--- config.mk ---
export PLATFORM = sky130hd
export DESIGN_NAME = lc3_program_loader
export DESIGN_NICKNAME = d
export VERILOG_FILES = /design/src/rtl/lc3_program_loader.sv
export SDC_FILE = /design/constraint.sdc
export NUM_CORES = 1
export LEC_CHECK = 0
export BUFFER_PORTS_ARGS = -buffer_cell sky130_fd_sc_hd__buf_2
export CAP_MARGIN = 0
export CORE_ASPECT_RATIO = 2
export CORE_MARGIN = 4
export CORE_UTILIZATION = 50
export CTS_BUF_LIST = sky130_fd_sc_hd__clkbuf_4
export CTS_CLUSTER_SIZE = 30
export DETAILED_ROUTE_END_ITERATION = 6
export PLACE_DENSITY = 0.72
export SLEW_MARGIN = 0
export SYNTH_ARGS = -nofsm -noshare
export SYNTH_HDL_FRONTEND = slang
export SYNTH_SLANG_ARGS = --single-unit
--- constraint.sdc ---
create_clock -name clk -period 2.3 [get_ports clk]
set_input_delay 0.46 -clock clk [delete_from_list [all_inputs] [get_ports clk]]
set_output_delay 0.46 -clock clk [all_outputs]
set_load 0.01 [all_outputs]
--- src/rtl/lc3_program_loader.sv ---
// lc3_program_loader
// Boot loader that receives a big-endian byte stream (ORIG, LEN, data words,
// CHK), writes the words through the memory load port, verifies the additive
// checksum and then releases the processor from reset.
//
//   state    | meaning
//   ---------+-----------------------------------------------------------
//   ORIG_HI  | waiting for high byte of the load origin
//   ORIG_LO  | waiting for low byte of the load origin
//   LEN_HI   | waiting for high byte of the word count
//   LEN_LO   | waiting for low byte of the word count
//   DATA_HI  | waiting for high byte of the next data word
//   DATA_LO  | waiting for low byte of the next data word
//   WRITE    | one-cycle memory write strobe, sum/index/count update
//   CHK_HI   | waiting for high byte of the checksum
//   CHK_LO   | waiting for low byte of the checksum
//   DONE     | checksum matched, core released (terminal until reset)
//   ERROR    | checksum mismatched, core held (terminal until reset)
module lc3_program_loader (
    input  logic        clk,
    input  logic        reset,
    input  logic [7:0]  inData,
    input  logic        inValid,
    output logic        inReady,
    output logic [15:0] memAddr,
    output logic [15:0] memData,
    output logic        memWE,
    output logic        cpuHold,
    output logic        done,
    output logic        error,
    output logic [15:0] wordCount
);

    typedef enum logic [3:0] {
        S_ORIG_HI, S_ORIG_LO, S_LEN_HI, S_LEN_LO, S_DATA_HI, S_DATA_LO,
        S_WRITE, S_CHK_HI, S_CHK_LO, S_DONE, S_ERROR
    } state_t;

    state_t      state_q, state_d;
    logic [7:0]  hi_q;
    logic [15:0] orig_q;
    logic [15:0] remaining_q;
    logic [15:0] index_q;
    logic [15:0] sum_q;
    logic [15:0] word_count_q;
    logic [15:0] mem_addr_q;
    logic [15:0] mem_data_q;
    logic        xfer;

    assign xfer = inValid && inReady;

    // State register
    always_ff @(posedge clk) begin
        if (reset) state_q <= S_ORIG_HI;
        else       state_q <= state_d;
    end

    // Datapath: byte assembly, write address/data capture, running sum
    always_ff @(posedge clk) begin
        if (reset) begin
            hi_q         <= 8'h00;
            orig_q       <= 16'h0000;
            remaining_q  <= 16'h0000;
            index_q      <= 16'h0000;
            sum_q        <= 16'h0000;
            word_count_q <= 16'h0000;
            mem_addr_q   <= 16'h0000;
            mem_data_q   <= 16'h0000;
        end else begin
            case (state_q)
                S_ORIG_HI, S_LEN_HI, S_DATA_HI, S_CHK_HI: begin
                    if (xfer) hi_q <= inData;
                end
                S_ORIG_LO: begin
                    if (xfer) orig_q <= {hi_q, inData};
                end
                S_LEN_LO: begin
                    if (xfer) remaining_q <= {hi_q, inData};
                end
                S_DATA_LO: begin
                    // Capture here so the port is already valid during WRITE
                    // and simply holds afterwards.
                    if (xfer) begin
                        mem_addr_q <= orig_q + index_q;
                        mem_data_q <= {hi_q, inData};
                    end
                end
                S_WRITE: begin
                    sum_q        <= sum_q + mem_data_q;
                    index_q      <= index_q + 16'd1;
                    word_count_q <= word_count_q + 16'd1;
                    remaining_q  <= remaining_q - 16'd1;
                end
                default: ;
            endcase
        end
    end

    // Next-state logic
    always_comb begin
        state_d = state_q;
        case (state_q)
            S_ORIG_HI: if (xfer) state_d = S_ORIG_LO;
            S_ORIG_LO: if (xfer) state_d = S_LEN_HI;
            S_LEN_HI:  if (xfer) state_d = S_LEN_LO;
            S_LEN_LO:  if (xfer) state_d = ({hi_q, inData} != 16'h0000) ? S_DATA_HI : S_CHK_HI;
            S_DATA_HI: if (xfer) state_d = S_DATA_LO;
            S_DATA_LO: if (xfer) state_d = S_WRITE;
            // remaining_q still counts the word being written this cycle
            S_WRITE:   state_d = (remaining_q != 16'd1) ? S_DATA_HI : S_CHK_HI;
            S_CHK_HI:  if (xfer) state_d = S_CHK_LO;
            S_CHK_LO:  if (xfer) state_d = ({hi_q, inData} == sum_q) ? S_DONE : S_ERROR;
            S_DONE:    state_d = S_DONE;
            S_ERROR:   state_d = S_ERROR;
            default:   state_d = S_ORIG_HI;
        endcase
    end

    // Outputs decoded from state
    always_comb begin
        inReady = 1'b0;
        memWE   = 1'b0;
        cpuHold = 1'b1;
        done    = 1'b0;
        error   = 1'b0;
        case (state_q)
            S_WRITE: memWE = 1'b1;
            S_DONE: begin
                cpuHold = 1'b0;
                done    = 1'b1;
            end
            S_ERROR: error = 1'b1;
            default: inReady = 1'b1;
        endcase
    end

    assign memAddr   = mem_addr_q;
    assign memData   = mem_data_q;
    assign wordCount = word_count_q;

endmodule
==> summary.txt <==
Worst setup path
  • Critical-path top delay cell: dfxtp_1
  • Critical path fanouts, max: 10
  • Critical path type: reg -> out
  • CP top delay family: buffers and inverters
  • CP bufs+invs: 3
  • Worst setup EP type: output pin
  • CP peak stage delay: ~0.40 ns
  • CP cell instances: buf_6 -> clkinvlp_4 -> and4_1 -> nor3_1 -> buf_2
  • CP Launch Type: flip-flop
  • Arrival @ worst endpoint: between 1.5 and 2 ns
  • Critical Path RT: ~1.8 ns

Synthesis
  • Synth Area per Inst: a little over 8 um^2
  • Synth top area share: approximately 37%
  • Main synth FF type: dfxtp_1
  • Register area share after synthesis: 37.08%
  • Synthesized flop and latch total: about 120
  • Post-synth EDFFs: 0
  • Synth area leader: dfxtp_1
  • Synthesized area: 6694 um^2
  • Unique masters post-synth: 70
  • Post-Syn Instances: 807
  • Post-synth ARST share: 0%
  • Yosys warnings: 0
  • Mapped Nets: ~850
  • Synth area leaders: dfxtp_1, ha_1, nand2_1, xor2_1, a21oi_1

Timing
  • Min cycle time layout: about 2.2 ns
  • Worst-Margin Slew: 0.5676 ns
  • Max-slew violation count: 0
  • Max-slew headroom: between 60 and 70%
  • Part of the cycle the worst path needs: roughly 98%
  • Setup WS post-layout: around 0.055 ns
  • Clock Skew: around 0.014 ns
  • Max Fclk: roughly 0.45 GHz
  • Endpoints failing hold: 0
  • Hold_ws: 0.2475 ns
  • Endpoints failing setup: 0

Final layout
  • Fin area: 7843 um^2
  • Commonest non-fill, non-tap cell in the layout: dfxtp_1
  • Fraction of layout cells with a size suffix above 1: 20.00%
  • Most frequent cells in the layout: dfxtp_1, nand2_1, nor2_1
  • Area grow syn2layout: 17.16%
  • Final core utilization: ~60%
  • Final net count: 950
  • Fillers: between 1000 and 1500

Global route
  • Largest net degree at the start of global routing: 58
  • First-pass GRT wire length: between 30000 and 40000 um
  • Via count of the first global-routing pass: between 6000 and 7000
  • Gr usage total: 24.55%
  • GR Overflow Total: 0
  • Initial antenna violation count: 1

Die
  • I/O pin total: between 60 and 70
  • Initial Util: between 50% and 60%
  • Full die area: ~15000 um^2
  • DIE HEIGHT: 171.6 um
  • Die W: 89.82 um
  • Num rows: roughly 60
  • Core Region: 13070 um^2

Placed design
  • Area of placed instances: ~7400 um^2
  • GP Congestion: just over 0.9
  • PortBufs: 63
  • Final HPWL from detailed placement: ~14000 um
  • Post-place setup slack: -0.02866 ns

Pwr
  • Leak Pwr: about 3.3 nW
  • Pwr per Cell Area: between 500 and 600 nW/um^2
  • Peak VDD IR: 0.3172 mV

Clock network
  • Worst-Skew Late Latency: around 0.54 ns
  • # hold bufs at CTS: 0
  • Clk sinks: around 120
  • Worst-path clk slew: roughly 0.12 ns
  • Htree depth: 4
  • CTS max path bufs: 2
  • Root Buffer: clkbuf_4
  • Total CTS buffers: 17
  • CTS tree: built

Route
  • Antenna-violating nets left: 0
  • DR vias/cell: ~6
  • Total wire length: between 15000 and 20000 um
  • First drt pass iteration count: 7
  • Routed WL per cell: about 18 um
  • Residual DRC count: 3
  • Vias after detailed routing: around 6400
  • Drt initial violations: ~440

Status
  • Failing checks: design-rule violations
  • Status: finished with violations

Min path
  • Hold Crit Class: in -> reg

Job
  • Max cap viols: 0
==> power breakdown <==
group	total, mW	internal, mW	switching, mW
combinational	0.296	0.109	0.187
sequential	2.20	2.17	0.0285
clock	1.63	0.749	0.882
==> synthesized netlist by cell type (2+ instances only) <==
cell / n
dfxtp_1: 124
nand2_1: 110
nor2_1: 85
a21oi_1: 72
xor2_1: 45
ha_1: 34
nand3_1: 31
o21ai_0: 27
mux2i_1: 25
clkbuf_1: 23
nor3_1: 17
xnor2_1: 17
nor4_1: 15
a21o_1: 12
a31oi_1: 11
inv_1: 11
and3_1: 10
a211oi_1: 9
buf_2: 9
nand4_1: 9
o211ai_1: 8
o21ai_1: 7
or3_1: 7
and4_1: 6
o21a_1: 6
buf_1: 5
nand4b_1: 5
nand2b_1: 4
nor2b_1: 4
nor4b_1: 4
or4_1: 4
a211o_1: 3
o21bai_1: 3
o311ai_0: 3
a22oi_1: 2
a41oi_1: 2
and2_1: 2
fa_1: 2
nand4_4: 2
o221ai_1: 2
==> path summary, 6_finish.rpt <==
kind | start | to | slack, ns | cells past startpoint
max | state_q[2] | inReady | 0.06 | 5
min | inData[1] | memData[1] | 0.25 | 3
max reg2reg | memData[0] | sum_q[8] | 0.07 | 10
min reg2reg | memAddr[6] | memAddr[6] | 0.46 | 2
==> repair_timing <==
action,CTS,global route
gates resized for setup,5,25
pin swaps,2,7
setup endpoints to repair,3,12
setup buffers,0,2
endpoints found under the hold margin,0,0
gates cloned,0,0
==> registers in the layout, summed over array words and instances, names as in the netlist <==
signal,cells
wordCount,16
remaining_q,16
memData,16
state_q,4
orig_q,16
memAddr,16
index_q,16
sum_q,16
hi_q,8
==> metrics by stage <==
stage               std cells    TNS, ns  power [mW]
global placement         1034          0       2.536
finish                   1069          0       4.128
CTS                      1065   -0.01562       4.159
detailed placement       1034   -0.05022       2.539
global route             1068  -0.009869       4.284
floorplan                 807          0       2.419
==> per-layer routing <==
metal / global-route usage, % / part of all wire, % / vias up
li1: - / - / 3073
met1: 24.31 / 36 / 3031
met2: 46.10 / 53 / 188
met3: 4.245 / 4.2 / 71
met4: 17.36 / 6.1 / 0
met5: 0 / 0 / -
==> cells by family after synthesis <==
| group | after synthesis | share of synthesized area [%] |
|---|---|---|
| DFF | 124 | 37.08 |
| muxes | 25 | 3.738 |
| buffers and inverters | 54 | 3.458 |
| and+or+nand+nor | 325 | 23.87 |
| adders and majority gates | 36 | 6.953 |
| AOI/OAI and AO/OA | 181 | 16.79 |
| xor gates and xnor gates | 62 | 8.112 |
==> worst reg2reg max path, delay by kind of cell, from the launching register on <==
family          cells  cell delay [ns]
flops               1             0.34
fa+ha+maj           2             0.53
simple gates        3             0.25
buf+inv             1             0.18
compound gates      4             0.83
==> area by class of cell <==
type                       instances  area, um^2  area share (%)
clock inverter                    14       171.4           2.186
timing repair buffer             116       732.0           9.333
antenna                            2       5.005         0.06382
inverter                          15       70.07          0.8934
tap                              152       190.2           2.425
multi-input combinational        629        4056           51.72
clock buffer                      17       127.6           1.627
sequential                       124        2490           31.75
No activity file was read; power rests on OpenSTA's default activity.
